<file path="src/rtl/signed_calc_seq_if.sv">
// Handshake and operand/result bundle for the sequential signed calculator.
interface signed_calc_seq_if #(
   parameter int WIDTH = 3
);
   logic                   start;
   logic [1:0]             op;
   logic [WIDTH-1:0]       a;
   logic [WIDTH-1:0]       b;
   logic                   busy;
   logic                   done;
   logic [2*WIDTH-1:0]     result;
   logic [WIDTH-1:0]       remainder;
   logic                   ovf;
   logic                   div_by_zero;

   // Operand/request side (operand registers / test driver)
   modport master (
      output start, op, a, b,
      input  busy, done, result, remainder, ovf, div_by_zero
   );

   // Calculator side
   modport slave (
      input  start, op, a, b,
      output busy, done, result, remainder, ovf, div_by_zero
   );
endinterface

</file>
<file path="src/rtl/signed_calc_seq.sv">
// Multi-cycle signed calculator: add/sub in one step, shift-add multiply and
// restoring divide on operand magnitudes over WIDTH iterations.
//
// state | meaning
// IDLE  | waiting for start; done pulses here for one cycle after completion
// SETUP | add/sub and divide-by-zero finish; mul/div load magnitudes
// RUN   | one shift-add / restoring-divide step per cycle, cnt counts down
module signed_calc_seq #(
   parameter int WIDTH = 3
) (
   input  logic            clk,
   input  logic            rst,
   signed_calc_seq_if.slave bus
);
   localparam int W  = WIDTH;
   localparam int CW = (WIDTH > 2) ? $clog2(WIDTH) : 1;

   localparam logic [1:0] OP_ADD = 2'b00;
   localparam logic [1:0] OP_SUB = 2'b01;
   localparam logic [1:0] OP_MUL = 2'b10;
   localparam logic [1:0] OP_DIV = 2'b11;

   typedef enum logic [1:0] {IDLE, SETUP, RUN} state_t;

   state_t           state, state_nxt;
   logic [CW-1:0]    cnt;

   logic [W-1:0]     a_r, b_r;
   logic [1:0]       op_r;

   logic [2*W-1:0]   acc, mcand;
   logic [W-1:0]     mplier;
   logic [W-1:0]     dq, rem;
   logic [W:0]       dvsr;

   logic             done_r, ovf_r, dbz_r;
   logic [2*W-1:0]   result_r;
   logic [W-1:0]     remainder_r;

   logic [W:0]       a_ext, b_ext, ma, mb, sum;
   logic [2*W-1:0]   acc_nxt, qext;
   logic [W:0]       trial, diff;
   logic             q_bit;
   logic [W-1:0]     rem_nxt, dq_nxt;
   logic             neg;

   // Magnitudes, add/sub sum and one iteration step of mul/div
   always_comb begin
      a_ext   = {a_r[W-1], a_r};
      b_ext   = {b_r[W-1], b_r};
      ma      = a_r[W-1] ? -a_ext : a_ext;
      mb      = b_r[W-1] ? -b_ext : b_ext;
      sum     = (op_r == OP_SUB) ? (a_ext - b_ext) : (a_ext + b_ext);
      neg     = a_r[W-1] ^ b_r[W-1];
      acc_nxt = mplier[0] ? (acc + mcand) : acc;
      trial   = {rem, dq[W-1]};
      q_bit   = (trial >= dvsr);
      diff    = trial - dvsr;
      rem_nxt = q_bit ? diff[W-1:0] : trial[W-1:0];
      dq_nxt  = {dq[W-2:0], q_bit};
      qext    = {{W{1'b0}}, dq_nxt};
   end

   // Next-state logic
   always_comb begin
      state_nxt = state;
      case (state)
         IDLE:  if (bus.start) state_nxt = SETUP;
         SETUP: begin
            if (op_r == OP_MUL || (op_r == OP_DIV && b_r != '0))
               state_nxt = RUN;
            else
               state_nxt = IDLE;
         end
         RUN:   if (cnt == '0) state_nxt = IDLE;
         default: state_nxt = IDLE;
      endcase
   end

   // State register
   always_ff @(posedge clk or posedge rst) begin
      if (rst) state <= IDLE;
      else     state <= state_nxt;
   end

   // Operand capture, iteration datapath and registered outputs
   always_ff @(posedge clk or posedge rst) begin
      if (rst) begin
         cnt         <= '0;
         a_r         <= '0;
         b_r         <= '0;
         op_r        <= '0;
         acc         <= '0;
         mcand       <= '0;
         mplier      <= '0;
         dq          <= '0;
         rem         <= '0;
         dvsr        <= '0;
         done_r      <= 1'b0;
         ovf_r       <= 1'b0;
         dbz_r       <= 1'b0;
         result_r    <= '0;
         remainder_r <= '0;
      end else begin
         done_r <= 1'b0;
         case (state)
            IDLE: begin
               if (bus.start) begin
                  a_r  <= bus.a;
                  b_r  <= bus.b;
                  op_r <= bus.op;
               end
            end
            SETUP: begin
               cnt <= CW'(W - 1);
               case (op_r)
                  OP_ADD, OP_SUB: begin
                     result_r    <= {{(W-1){sum[W]}}, sum};
                     ovf_r       <= sum[W] ^ sum[W-1];
                     remainder_r <= '0;
                     dbz_r       <= 1'b0;
                     done_r      <= 1'b1;
                  end
                  OP_MUL: begin
                     acc    <= '0;
                     mcand  <= {{(W-1){1'b0}}, ma};
                     mplier <= mb[W-1:0];
                  end
                  default: begin
                     if (b_r == '0) begin
                        result_r    <= '0;
                        remainder_r <= a_r;
                        ovf_r       <= 1'b0;
                        dbz_r       <= 1'b1;
                        done_r      <= 1'b1;
                     end else begin
                        dq   <= ma[W-1:0];
                        rem  <= '0;
                        dvsr <= mb;
                     end
                  end
               endcase
            end
            RUN: begin
               cnt <= cnt - 1'b1;
               if (op_r == OP_MUL) begin
                  acc    <= acc_nxt;
                  mcand  <= {mcand[2*W-2:0], 1'b0};
                  mplier <= {1'b0, mplier[W-1:1]};
                  if (cnt == '0) begin
                     result_r    <= neg ? -acc_nxt : acc_nxt;
                     remainder_r <= '0;
                     ovf_r       <= 1'b0;
                     dbz_r       <= 1'b0;
                     done_r      <= 1'b1;
                  end
               end else begin
                  rem <= rem_nxt;
                  dq  <= dq_nxt;
                  if (cnt == '0) begin
                     result_r    <= neg ? -qext : qext;
                     remainder_r <= a_r[W-1] ? -rem_nxt : rem_nxt;
                     ovf_r       <= 1'b0;
                     dbz_r       <= 1'b0;
                     done_r      <= 1'b1;
                  end
               end
            end
            default: ;
         endcase
      end
   end

   assign bus.busy        = (state != IDLE);
   assign bus.done        = done_r;
   assign bus.result      = result_r;
   assign bus.remainder   = remainder_r;
   assign bus.ovf         = ovf_r;
   assign bus.div_by_zero = dbz_r;
endmodule
</file>
<file path="src/flat_wrapper.sv">
// flat-port wrapper written by rule: the top's interface ports become plain ports
module signed_calc_seq_flat 
#(
   parameter int WIDTH = 3
)
  (clk, rst, bus_start, bus_op, bus_a, bus_b, bus_busy, bus_done, bus_result, bus_remainder, bus_ovf, bus_div_by_zero);
  signed_calc_seq_if #(.WIDTH(WIDTH)) bus_i ();
  input  logic clk;
  input  logic rst;
  input wire logic [$bits(bus_i.start)-1:0] bus_start;
  input wire logic [$bits(bus_i.op)-1:0] bus_op;
  input wire logic [$bits(bus_i.a)-1:0] bus_a;
  input wire logic [$bits(bus_i.b)-1:0] bus_b;
  output wire logic [$bits(bus_i.busy)-1:0] bus_busy;
  output wire logic [$bits(bus_i.done)-1:0] bus_done;
  output wire logic [$bits(bus_i.result)-1:0] bus_result;
  output wire logic [$bits(bus_i.remainder)-1:0] bus_remainder;
  output wire logic [$bits(bus_i.ovf)-1:0] bus_ovf;
  output wire logic [$bits(bus_i.div_by_zero)-1:0] bus_div_by_zero;
  assign bus_i.start = bus_start;
  assign bus_i.op = bus_op;
  assign bus_i.a = bus_a;
  assign bus_i.b = bus_b;
  assign bus_busy = bus_i.busy;
  assign bus_done = bus_i.done;
  assign bus_result = bus_i.result;
  assign bus_remainder = bus_i.remainder;
  assign bus_ovf = bus_i.ovf;
  assign bus_div_by_zero = bus_i.div_by_zero;
  signed_calc_seq #(.WIDTH(WIDTH)) u_core (.clk(clk), .rst(rst), .bus(bus_i));
endmodule
</file>
<file path="config.mk">
export PLATFORM = sky130hd
export DESIGN_NAME = signed_calc_seq_flat
export DESIGN_NICKNAME = d
export VERILOG_FILES = /design/src/rtl/signed_calc_seq_if.sv /design/src/rtl/signed_calc_seq.sv /design/src/flat_wrapper.sv
export SDC_FILE = /design/constraint.sdc
export NUM_CORES = 1
export LEC_CHECK = 0
export BUFFER_PORTS_ARGS = -buffer_cell sky130_fd_sc_hd__buf_2
export CAP_MARGIN = 40
export CORE_MARGIN = 8
export CORE_UTILIZATION = 50
export CTS_BUF_LIST = sky130_fd_sc_hd__clkbuf_16
export DETAILED_ROUTE_END_ITERATION = 7
export PLACE_DENSITY = 0.75
export REMOVE_ABC_BUFFERS = 1
export SKIP_CTS_REPAIR_TIMING = 1
export SYNTH_ARGS = -nofsm -noshare
export SYNTH_HDL_FRONTEND = slang
export SYNTH_SLANG_ARGS = --single-unit
</file>
<file path="constraint.sdc">
create_clock -name clk -period 8.15 [get_ports clk]
set_clock_uncertainty 0.1 [all_clocks]
set_input_delay 1.2225 -clock clk [delete_from_list [all_inputs] [get_ports clk]]
set_output_delay 1.2225 -clock clk [all_outputs]
set_load 0.02 [all_outputs]
</file>
* Word-level counts from Yosys, hierarchy flattened
Index checks and enable logic that the tools add are counted.
** Storage, ports and cells
- Register bits :: 49
- Bits of input ports :: 11
- Output and inout bits :: 13
- Word-level logic and storage cells :: 115
** Cells by class
- Add/sub/neg operators :: 10
- Magnitude comparators :: 1
- Equality and inequality tests :: 14
- Mux-type cells :: 53
- Bitwise operators :: 4
- Reduce and logical (&&, ||, !) cells :: 17
** Operator list (count)
- two-way mux 6 bit :: 11
- one-hot mux 6 bit (2 select lines) :: 4
- two-way mux 3 bit :: 14
- one-hot mux 3 bit (2 select lines) :: 5
- two-way mux 4 bit :: 3
- one-hot mux 1 bit (2 select lines) :: 6
- != test 2 bit, second input constant :: 5
- negator 4 bit :: 2
- AND reduction 4 bit :: 2
- adder 6 bit :: 1
- equality test 2 bit, second input constant :: 3
- logical NOT 2 bit :: 3
- two-way mux 2 bit :: 3
- != test 2 x 1 -> 1 bit, second input constant :: 3
- negator 3 -> 6 bit :: 1
- negator 6 bit :: 1
- one-hot mux 2 bit (3 select lines) :: 1
- AND reduction 3 bit :: 2
- two-way mux 1 bit :: 5
- adder 3 x 3 -> 4 bit :: 1
- equality test 2 x 1 -> 1 bit, second input constant :: 2
- >= comparator 4 bit :: 1
- one-hot mux 2 bit (2 select lines) :: 1
- AND reduction 2 bit :: 2
- other kinds (14) :: 17

* Depth between registers and ports, before layout
Gate-level depths: netlist of the first run.
- Word-level depth :: 7
- Gate-level depth with buffers :: 14
- Depth with buffers taken out :: 14

* Worst setup path after synthesis of the first run
No wires, ideal clock.
- Path type :: reg-to-reg
- Start :: register u_core.dq[2]
- End :: register u_core.result_r[2], in the netlist u_core.bus.result[2]
- Library setup time :: 121 ps
- Data arrival time :: 2636 ps
- Data required time :: 7929 ps
- Path slack :: 5293 ps
- Cell stages (with the launch flop) :: 15
- Buffers on the path :: 0
- Period minus slack after synthesis :: 2857 ps
- Cells stage by stage :: dfrtp_1 inv_1 ha_1 inv_1 fa_1 a21oi_1 o21ai_1 or2_2 inv_2 ha_1 ha_1 mux2_2 a22oi_1 nor2b_1 o22a_1
** On the way
- Longest elaborated chain between the ends :: 6
** Ends and longest elaborated chain
- from (decl) :: line signed_calc_seq.sv:33 : logic [W-1:0] dq, rem;
- from (signal assigned) :: line signed_calc_seq.sv:137 : dq <= ma[W-1:0];
- from (signal assigned) :: line signed_calc_seq.sv:159 : dq <= dq_nxt;
- >= comparator 4 bit :: line signed_calc_seq.sv:57 : q_bit = (trial >= dvsr);
- negator 3 -> 6 bit :: line signed_calc_seq.sv:161 : result_r <= neg ? -qext : qext;
- two-way mux 6 bit :: line signed_calc_seq.sv:161
- two-way mux 6 bit :: line signed_calc_seq.sv:160 : if (cnt == '0) begin
- two-way mux 6 bit :: line signed_calc_seq.sv:146 : if (op_r == OP_MUL) begin
- one-hot mux 6 bit (2 select lines) :: line signed_calc_seq.sv:106 : case (state)
- to (signal assigned) :: line signed_calc_seq.sv:118 : result_r <= {{(W-1){sum[W]}}, sum};
- to (signal assigned) :: line signed_calc_seq.sv:151 : result_r <= neg ? -acc_nxt : acc_nxt;
- to (signal assigned) :: line signed_calc_seq.sv:161
- to (decl) :: line signed_calc_seq.sv:37 : logic [2*W-1:0] result_r;
Every way passes these cells. The select of a mux whose other input is x is not followed.
A chain may end at the register's enable or synchronous reset.

* Worst setup path after layout of the first run
Same ends and word-level chain as after synthesis.

==> impl_metrics.py, run 1 <==
metrics = {
    "global_route": {
        "grt_max_degree": 36,
        "grt_usage_pct": 16.39,
        "use_met1_pct": 21.56,
        "gr-usage-met2_pct": 26.11,
        "globalRouteOverflowTotal": 0,
        "grtUsageMet3_pct": 3.432,
        "antenna_found_initial": 0,
        "top_usage_layer": "met2",
        "grt_pass1_wl_um": 11800,
        "first_global_vias": 2441,
    },
    "synth": {
        "synthMuxAreaShare_pct": 7.118,
        "yosys.area.top_type": "dfrtp_1",
        "synth_top_area_share_pct": 38.54,
        "ys_warn_count": 0,
        "ys_top_cells_by_area": "dfrtp_1 (39%), ha_1 (9.8%), nand2_1 (5.1%), o21ai_0 (4.9%), mux2_2 (3.9%)",
        "avgSynthCellArea_um2": 9.470,
        "synth-xor-area-share_pct": 3.500,
        "synth_cells": 336,
        "synth-seq-cells": 49,
        "yosysMostFrequentCell": "dfrtp_1",
        "synthSimpleGateAreaFrac_pct": 14.86,
        "ys.flop_type": "dfrtp_1",
        "synth_cell_types": 54,
        "synthAdderAreaFrac_pct": 11.72,
        "ys_async_sr_fraction_pct": 100.0,
        "synthTopCellsByCount": "dfrtp_1 (49), nand2_1 (43), o21ai_0 (31), ha_1 (25), inv_1 (25)",
        "syn_area_um2": 3182,
        "synth_edf_count": 0,
        "synth_top_family_by_area": "compound AO/OA/AOI/OAI gates",
        "yosysSeqAreaShare_pct": 38.54,
        "synth_compound_area_share_pct": 19.23,
    },
    "final_layout": {
        "nNetsFinal": 394,
        "layout-drive-gt1-share_pct": 16.29,
        "multiInputGateArea_um2": 1795,
        "ff_latch_area_um2": 1226,
        "area_growth_pct": 10.77,
        "fillers": 550,
        "finalNonFillerCells": 433,
        "antennaDiodeCount": 0,
    },
    "detailed_routing": {
        "remaining_drc_errors": 0,
        "ant_nets": 0,
        "firstDrtPassIters": 4,
        "vias": 2476,
        "routed_wl_um": 6844,
        "vias_per_cell": 5.718,
        "detail_route.wl_per_cell_um": 15.81,
        "drt-initial-drc-count": 153,
    },
    "setup_path": {
        "crit_slowest_cell": "fa_1",
        "crit_top_cell": "ha_1",
        "critPathMaxStageDelay_ps": 450,
        "cp_max_fo": 5,
        "crit_path_end_kind": "register",
        "critical_path_arrival_ps": 3130,
        "critical_path_class": "register to register",
        "path_cells": "inv_1, ha_1, inv_1, fa_1, a21oi_1, o21ai_1, or2_2, inv_2, ha_1, ha_1, mux2_2, a22oi_1, nor2b_1, o22a_1",
        "crit_family": "adder cells",
        "required_ps": 8230,
        "start_kind": "register",
        "path_buf_inv": 3,
    },
    "timing": {
        "fin_crit_sh_pct": 37.38,
        "timing.fmax_mhz": 328.3,
        "tns_ps": 0,
        "finalHoldViolCount": 0,
        "setup_viol": 0,
        "slew_violations": 0,
        "hold_slack_ps": 385.4,
        "min_period_ps": 3046,
        "rsz0062_at_grt": "false",
        "worstMarginPinSlew_ps": 740.2,
        "relSlewSlack_pct": 50.47,
    },
    "clocking": {
        "cts_num_sinks": 49,
        "cts_root_buf": "clkbuf_16",
        "clk_pin_slew_ps": 60,
        "cts_buffers": 5,
        "cts_tree": "yes",
        "clkLatencyLatePin_ps": 290,
        "htree_num_levels": 2,
        "clk_path_buf_depth": 2,
    },
    "floorplanning": {
        "die_area_um2": 9172,
        "start_util_pct": 50.98,
        "io_pins": 24,
        "rows": 29,
        "dieWidth_um": 95.77,
        "die_h_um": 95.77,
        "core_um2": 6241,
    },
    "placement": {
        "portBuffers": 23,
        "placed_cells": 425,
        "dpl.hpwl_um": 5168,
        "place.gp.congestion": 0.8345,
    },
    "worst_hold_path": {
        "worstHoldPathType": "register to register",
    },
    "status": {
        "status": "finished, final reports clean",
    },
    "job": {
        "cap_violations": 0,
    },
}
## cell type report
| cell class | instances | share of cell area [%] |
|---|---|---|
| Clock buffer | 5 | 3.550 |
| Tap cell | 77 | 2.733 |
| Sequential cell | 49 | 34.79 |
| Timing Repair Buffer | 25 | 4.047 |
| Clock inverter | 3 | 1.065 |
| Multi-Input combinational cell | 247 | 50.94 |
| Inverter | 27 | 2.875 |
## cell families (layout without fill, tap and decap cells)
logic type	count (synthesis)	count (layout)
muxes	20	20
xor gates and xnor gates	11	11
adders and majority gates	28	28
and+or+nand+nor	98	98
buffers and inverters	40	60
AOI/OAI and AO/OA	90	90
DFF	49	49
## final timing paths
path | start | endpoint | slack, ps | cells after the start
hold reg to reg | u_core.mplier[2]$_DFFE_PP0P_ | u_core.mplier[2]$_DFFE_PP0P_ | 390 | 2
min in group asynchronous | rst | u_core.bus.done$_DFF_PP0_ | 850 | 2
hold / removal | u_core.mplier[2]$_DFFE_PP0P_ | u_core.mplier[2]$_DFFE_PP0P_ | 390 | 2
setup reg to reg | u_core.dq[2]$_DFFE_PP0P_ | u_core.bus.result[2]$_DFFE_PP0P_ | 5100 | 14
setup / recovery | u_core.dq[2]$_DFFE_PP0P_ | u_core.bus.result[2]$_DFFE_PP0P_ | 5100 | 14
max in group asynchronous | rst | u_core.cnt[1]$_DFFE_PP0P_ | 6580 | 3
## per-stage QoR
| step | util (%) | worst slack (ps) | cell area [um^2] |
|---|---|---|---|
| detailed placement | 53.87 | 5127 | 3362 |
| CTS | 56.48 | 5107 | 3525 |
| global placement | 53.55 | 5215 | 3342 |
| finish | 56.48 | 5104 | 3525 |
| floorplan | - | 5292 | 3123 |
| global route | 56.48 | 4837 | 3525 |
## tightest hold or removal path, stage by stage (launching register included)
cell	delay, ps
dfrtp_1	340
nand2_1	40
o21ai_0	60
## flip-flops by register name, indices dropped and copies added, names as in the netlist
signal / flops
u_core.bus.result: 6
u_core.rem: 3
u_core.state: 2
u_core.dvsr: 4
u_core.bus.done: 1
u_core.cnt: 2
u_core.bus.div_by_zero: 1
u_core.bus.ovf: 1
u_core.bus.remainder: 3
u_core.dq: 3
u_core.mplier: 3
u_core.mcand: 6
u_core.acc: 6
u_core.a_r: 3
u_core.b_r: 3
u_core.op_r: 2
## metal layers
layer,wire length [um],vias to the layer above
met2,3235,46
met1,3227,1193
met5,0,-
met4,114,0
li1,-,1225
met3,267,12
## placed cells by master (no fill, tap or decap), types with 2 or more instances in the layout
| cell | netlist | layout |
|---|---|---|
| dfrtp_1 | 49 | 49 |
| nand2_1 | 43 | 43 |
| o21ai_0 | 31 | 31 |
| inv_1 | 25 | 25 |
| ha_1 | 25 | 25 |
| buf_2 | 2 | 23 |
| nor2_1 | 17 | 17 |
| a21oi_1 | 15 | 15 |
| mux2_2 | 11 | 11 |
| o21ai_1 | 10 | 10 |
| xnor2_1 | 9 | 9 |
| mux2i_1 | 8 | 8 |
| nand3_1 | 7 | 7 |
| nand2b_1 | 6 | 6 |
| nor2b_1 | 6 | 6 |
| nor3_1 | 5 | 5 |
| clkbuf_16 | 0 | 5 |
| and3_1 | 4 | 4 |
| a22o_1 | 4 | 4 |
| a22oi_1 | 4 | 4 |
| inv_2 | 2 | 3 |
| fa_1 | 3 | 3 |
| a21o_1 | 2 | 2 |
| a211oi_2 | 2 | 2 |
| a31oi_1 | 2 | 2 |
| nand3b_1 | 2 | 2 |
| o311ai_2 | 2 | 2 |
| nor4bb_1 | 2 | 2 |
| xnor2_2 | 2 | 2 |
| o31ai_1 | 2 | 2 |
| a211oi_1 | 2 | 2 |
Power of run 1 is left out: the tool's default activity adds up to more than one toggle a clock period on the data nets, which glitch-free logic cannot reach.
==> inputs of run 2 (changes only) <==
--- a/config.mk
+++ b/config.mk
@@ -5,13 +5,14 @@
 export SDC_FILE = /design/constraint.sdc
 export NUM_CORES = 1
 export LEC_CHECK = 0
+export ABC_AREA = 1
 export BUFFER_PORTS_ARGS = -buffer_cell sky130_fd_sc_hd__buf_2
 export CAP_MARGIN = 40
 export CORE_MARGIN = 8
 export CORE_UTILIZATION = 50
 export CTS_BUF_LIST = sky130_fd_sc_hd__clkbuf_16
 export DETAILED_ROUTE_END_ITERATION = 7
-export PLACE_DENSITY = 0.75
+export PLACE_DENSITY = 0.78
 export REMOVE_ABC_BUFFERS = 1
 export SKIP_CTS_REPAIR_TIMING = 1
 export SYNTH_ARGS = -nofsm -noshare
==> constraint.sdc (replaced) <==
create_clock -name clk -period 2.75 [get_ports clk]
set_clock_uncertainty 0.1 [all_clocks]
set_input_delay 0.4125 -clock clk [delete_from_list [all_inputs] [get_ports clk]]
set_output_delay 0.4125 -clock clk [all_outputs]
set_load 0.02 [all_outputs]
==> run 2 against run 1 <==
  * Routed wire length is 2.4% lower
  * Hold slack worse by 350 ps
  * Via count is 5.0% higher
  * Critical path depth is 1 lower
  * Final cell count up 13%
  * Sequential share of layout area is 1.1 points higher
  * Utilization rose by 1.2 points
  * Worst setup slack worse by 4900 ps
  * Maximum frequency up 18%
  * Synthesized cell count is 15% higher
  * First-iteration DRC count is 9.2% lower
  * Largest cell class unchanged
  * Highest routed layer unchanged
==> impl_metrics.py, run 2 <==
metrics = {
    "clocking": {
        "cts_root_buf": "clkbuf_16",
        "cts_tree": "yes",
        "clk_pin_slew_ps": 60,
        "clk_path_buf_depth": 2,
        "cts_num_sinks": 49,
        "htree_num_levels": 2,
        "clkLatencyLatePin_ps": 290,
        "cts_buffers": 5,
    },
    "final_layout": {
        "final_common_cell": "nand2_1",
        "ff_latch_area_um2": 1226,
        "utilization_pct": 57.67,
        "nNetsFinal": 454,
        "most-common-layout-cells": "nand2_1 (74), inv_1 (61), dfrtp_1 (49)",
        "area_growth_pct": 11.98,
        "layout-drive-gt1-share_pct": 13.29,
        "finalNonFillerCells": 489,
        "fillers": 528,
        "antennaDiodeCount": 0,
        "multiInputGateArea_um2": 1553,
    },
    "placement": {
        "place_worst_setup_slack_ps": 82.95,
        "dpl.hpwl_um": 5132,
        "portBuffers": 23,
        "place.gp.congestion": 0.9027,
        "placed_cells": 482,
    },
    "synth": {
        "synth_cells": 385,
        "ys_async_sr_fraction_pct": 100.0,
        "yosys.area.top_type": "dfrtp_1",
        "synth_top_area_share_pct": 40.21,
        "ys_warn_count": 0,
        "ys_top_cells_by_area": "dfrtp_1 (40%), ha_1 (10%), nand2_1 (9.2%), inv_1 (7.6%), o21ai_0 (6.2%)",
        "synthTopCellsByCount": "nand2_1 (75), inv_1 (62), dfrtp_1 (49), o21ai_0 (38), nor2_1 (28)",
        "yosysMostFrequentCell": "nand2_1",
        "ys.flop_type": "dfrtp_1",
        "synth_edf_count": 0,
        "synth_cell_types": 36,
        "avgSynthCellArea_um2": 7.920,
        "syn_area_um2": 3049,
        "synth-seq-cells": 49,
        "yosysSeqAreaShare_pct": 40.21,
    },
    "setup_path": {
        "start_kind": "register",
        "cp_max_fo": 6,
        "path_cells": "inv_1, ha_1, inv_1, fa_2, a221oi_2, nand2_2, buf_4, nand2_1, o21ai_0, ha_1, nor2_1, nor2_1, a21o_1",
        "path_buf_inv": 3,
        "crit_family": "adder cells",
        "required_ps": 2830,
        "critical_path_class": "register to register",
        "crit_path_end_kind": "register",
        "critical_path_arrival_ps": 2670,
        "crit_slowest_cell": "fa_2",
        "critPathMaxStageDelay_ps": 400,
    },
    "detailed_routing": {
        "ant_nets": 0,
        "routed_wl_um": 6678,
        "firstDrtPassIters": 4,
        "vias_per_cell": 5.315,
        "drt-initial-drc-count": 139,
        "remaining_drc_errors": 0,
        "detail_route.wl_per_cell_um": 13.66,
        "vias": 2599,
    },
    "floorplanning": {
        "rows": 28,
        "io_pins": 24,
        "die_area_um2": 8853,
        "die_h_um": 94.09,
        "start_util_pct": 51.50,
        "core_um2": 5921,
        "dieWidth_um": 94.09,
    },
    "timing": {
        "fin_crit_sh_pct": 94.01,
        "worstMarginPinSlew_ps": 464.0,
        "timing.fmax_mhz": 386.8,
        "tns_ps": 0,
        "relSlewSlack_pct": 69.02,
        "worst_slack_ps": 164.9,
        "finalHoldViolCount": 0,
        "setup_viol": 0,
        "min_period_ps": 2585,
        "slew_violations": 0,
    },
    "global_route": {
        "first_global_vias": 2583,
        "antenna_found_initial": 0,
        "grt_usage_pct": 16.32,
        "grt_pass1_wl_um": 11590,
        "grt_max_degree": 29,
        "globalRouteOverflowTotal": 0,
    },
    "worst_hold_path": {
        "worstHoldPathType": "input port to async pin",
    },
    "status": {
        "status": "finished, final reports clean",
    },
    "job": {
        "cap_violations": 0,
    },
}
## run 2: area by class of cell
cell class	instances	share of cell area, %
sequential	49	35.91
timing repair buffer	29	4.690
multi-input combinational	263	45.47
inverter	67	7.365
tap	75	2.748
clock inverter	1	0.1466
clock buffer	5	3.664
## run 2: kinds of logic after synthesis
group / after synthesis / share of synthesized area (%)
AOI/OAI and AO/OA: 93 / 17.40
xor gates and xnor gates: 6 / 1.724
adders and majority gates: 28 / 12.23
buffers and inverters: 73 / 9.356
DFF: 49 / 40.21
and+or+nand+nor: 136 / 19.08
## run 2: routing by layer
metal / GRT usage [%] / up-vias / routed length (um)
met5: 0 / - / 0
met4: 6.473 / 0 / 76
met3: 3.437 / 7 / 270
met2: 29.23 / 49 / 3390
met1: 18.34 / 1220 / 2941
li1: - / 1323 / -
## run 2: per-stage QoR
stage | hold slack (ps) | cell area [um^2]
after floorplan | 353.0 | 3015
after global placement | 358.2 | 3262
after detailed placement | 356.1 | 3262
after CTS | 52.10 | 3392
after global routing | 89.40 | 3415
final | 31.27 | 3415
## run 2: path summary, 6_finish.rpt
check	start	to	slack, ps	cells past startpoint
worst max-delay path	u_core.dq[2]$_DFFE_PP0P_	u_core.bus.remainder[1]$_DFFE_PP0P_	160	13
worst min-delay path	rst	u_core.bus.remainder[1]$_DFFE_PP0P_	30	2
worst max register to register	u_core.dq[2]$_DFFE_PP0P_	u_core.bus.remainder[1]$_DFFE_PP0P_	160	13
worst min register to register	u_core.dvsr[1]$_DFFE_PP0P_	u_core.dvsr[1]$_DFFE_PP0P_	390	2
max in group asynchronous	rst	u_core.acc[5]$_DFFE_PP0P_	1800	3
min in group clk	bus_op[0]	u_core.op_r[0]$_DFFE_PP0P_	270	3
Power of run 2 is left out for the same reason.
==> inputs of run 3 (changes only) <==
--- a/config.mk
+++ b/config.mk
@@ -8,12 +8,14 @@
 export ABC_AREA = 1
 export BUFFER_PORTS_ARGS = -buffer_cell sky130_fd_sc_hd__buf_2
 export CAP_MARGIN = 40
+export CORE_ASPECT_RATIO = 0.6
 export CORE_MARGIN = 8
 export CORE_UTILIZATION = 50
 export CTS_BUF_LIST = sky130_fd_sc_hd__clkbuf_16
 export DETAILED_ROUTE_END_ITERATION = 7
 export PLACE_DENSITY = 0.78
 export REMOVE_ABC_BUFFERS = 1
+export SETUP_SLACK_MARGIN = 0.4
 export SKIP_CTS_REPAIR_TIMING = 1
 export SYNTH_ARGS = -nofsm -noshare
 export SYNTH_HDL_FRONTEND = slang
==> run 3 against run 2 <==
  * Clock-buffer cell count unchanged
  * Maximum frequency up 3.3%
  * Global-route usage increased by 0.59 points
  * Non-clock buffer count grew 9
  * Critical path type unchanged
  * Hold slack better by 29 ps
  * Die area grew 0.93%
  * Largest cell class unchanged
  * Highest routed layer unchanged
  * Sequential share of layout area down 2.8 points
  * Routed wire length increased by 17%
  * First-iteration DRC count rose by 99%
==> impl_metrics.py, run 3 (synthesized netlist as in run 2, its figures left out) <==
metrics = {
    "clocking": {
        "cts_tree": "yes",
        "htree_num_levels": 2,
        "clk_pin_slew_ps": 60,
        "clk_path_buf_depth": 2,
        "clkLatencyLatePin_ps": 290,
        "cts_num_sinks": 49,
        "cts_buffers": 5,
        "cts_root_buf": "clkbuf_16",
    },
    "floorplanning": {
        "die_h_um": 76.49,
        "rows": 22,
        "die_area_um2": 8935,
        "io_pins": 24,
        "start_util_pct": 50.81,
        "core_um2": 6001,
        "dieWidth_um": 116.8,
    },
    "placement": {
        "postPlaceCellArea_um2": 3293,
        "dpl.hpwl_um": 5504,
        "place.gp.congestion": 0.8638,
        "portBuffers": 23,
    },
    "final_layout": {
        "layout-drive-gt1-share_pct": 22.82,
        "stdcell_area_um2": 3709,
        "final_common_cell": "nand2_1",
        "antennaDiodeCount": 0,
        "area_growth_pct": 21.63,
        "nNetsFinal": 463,
        "most-common-layout-cells": "nand2_1 (70), inv_1 (55), dfrtp_1 (49)",
    },
    "timing": {
        "fin_crit_sh_pct": 90.97,
        "min_period_ps": 2502,
        "relSlewSlack_pct": 57.45,
        "slew_violations": 0,
        "timing.fmax_mhz": 399.8,
        "finalHoldViolCount": 0,
        "worstMarginPinSlew_ps": 636.7,
        "rsz0062_at_grt": "true",
        "setup_viol": 0,
    },
    "setup_path": {
        "crit_family": "compound AO/OA/AOI/OAI gates",
        "start_kind": "register",
        "cp_max_fo": 6,
        "r2r-start": "u_core.dq[2]$_DFFE_PP0P_",
        "critical_path_class": "register to register",
        "critical_path_arrival_ps": 2570,
        "required_ps": 2820,
        "r2r-end": "u_core.bus.result[1]$_DFFE_PP0P_",
        "r2r_setup_slack_ps": 250,
        "crit_path_end_kind": "register",
        "startpoint": "u_core.dq[2]$_DFFE_PP0P_",
        "ff2ff_path_depth": 13,
        "path_cells": "inv_2, ha_4, inv_2, fa_2, a221oi_2, nand2_2, inv_4, ha_4, o21ai_2, a21oi_2, o21a_1, o22ai_1, inv_1",
        "crit_slowest_cell": "dfrtp_1",
        "critPathMaxStageDelay_ps": 390,
        "path_buf_inv": 4,
    },
    "detailed_routing": {
        "drt-initial-drc-count": 276,
        "detail_route.wl_per_cell_um": 15.30,
        "routed_wl_um": 7789,
        "remaining_drc_errors": 0,
        "ant_nets": 0,
        "vias": 2714,
        "vias_per_cell": 5.332,
        "firstDrtPassIters": 4,
    },
    "global_route": {
        "grtUsageMet3_pct": 4.193,
        "use_met1_pct": 25.86,
        "grt_usage_pct": 16.91,
        "top_usage_layer": "met1",
        "grt_pass1_wl_um": 12090,
        "grt_max_degree": 50,
        "antenna_found_initial": 0,
        "gr-usage-met2_pct": 22.79,
        "globalRouteOverflowTotal": 0,
        "first_global_vias": 2509,
    },
    "worst_hold_path": {
        "worstHoldPathType": "input port to async pin",
    },
    "job": {
        "cap_violations": 0,
    },
    "status": {
        "status": "finished, final reports clean",
    },
}
-- run 3: metrics by stage --
stage / TNS (ps) / util (%) / worst slack (ps) / cells / hold WS, ps
floorplan: 0 / - / 238.7 / 379 / 353.0
finish: 0 / 61.80 / 248.4 / 509 / 60.35
global placement: 0 / 54.88 / 149.3 / 492 / 362.4
global route: 0 / 61.80 / 184.4 / 509 / 94.04
detailed placement: 0 / 54.88 / 8.652 / 492 / 366.2
CTS: -8.182 / 57.17 / -8.182 / 500 / 70.81
-- run 3: final cells by class --
cell class                 instances  area [um^2]
fill                             507         2292
multi-input combinational        263         1745
sequential                        49         1226
inverter                          67        254.0
timing repair buffer              38        240.2
clock buffer                       5        125.1
tap                               84        105.1
clock inverter                     3        12.51
-- run 3: layer usage --
metal | part of all wire [%] | wire, um | up-vias
met2 | 39 | 3072 | 118
met3 | 8.3 | 650 | 14
met5 | 0 | 0 | -
met4 | 1.6 | 123 | 0
met1 | 51 | 3942 | 1244
li1 | - | - | 1338
-- run 3: worst reg2reg max path, delay by kind of cell, from the launching register on --
kind            cells  cell delay [ps]
compound gates      5              750
fa+ha+maj           3              680
flops               1              390
buf+inv             4              300
simple gates        1              170
-- run 3: how the worst max path moves through the flow --
| stage | end | slack, ps | depth (start not counted) |
|---|---|---|---|
| finish | u_core.bus.result[1]$_DFFE_PP0P_ | 250 | 13 |
| global route | u_core.bus.result[1]$_DFFE_PP0P_ | 180 | 13 |
| CTS | u_core.bus.remainder[1]$_DFFE_PP0P_ | -8 | 13 |
| detailed placement | u_core.bus.remainder[1]$_DFFE_PP0P_ | 9 | 13 |
| global placement | u_core.bus.remainder[1]$_DFFE_PP0P_ | 150 | 13 |
| floorplan | u_core.bus.remainder[1]$_DFFE_PP0P_ | 240 | 11 |
Power of run 3 is left out for the same reason.
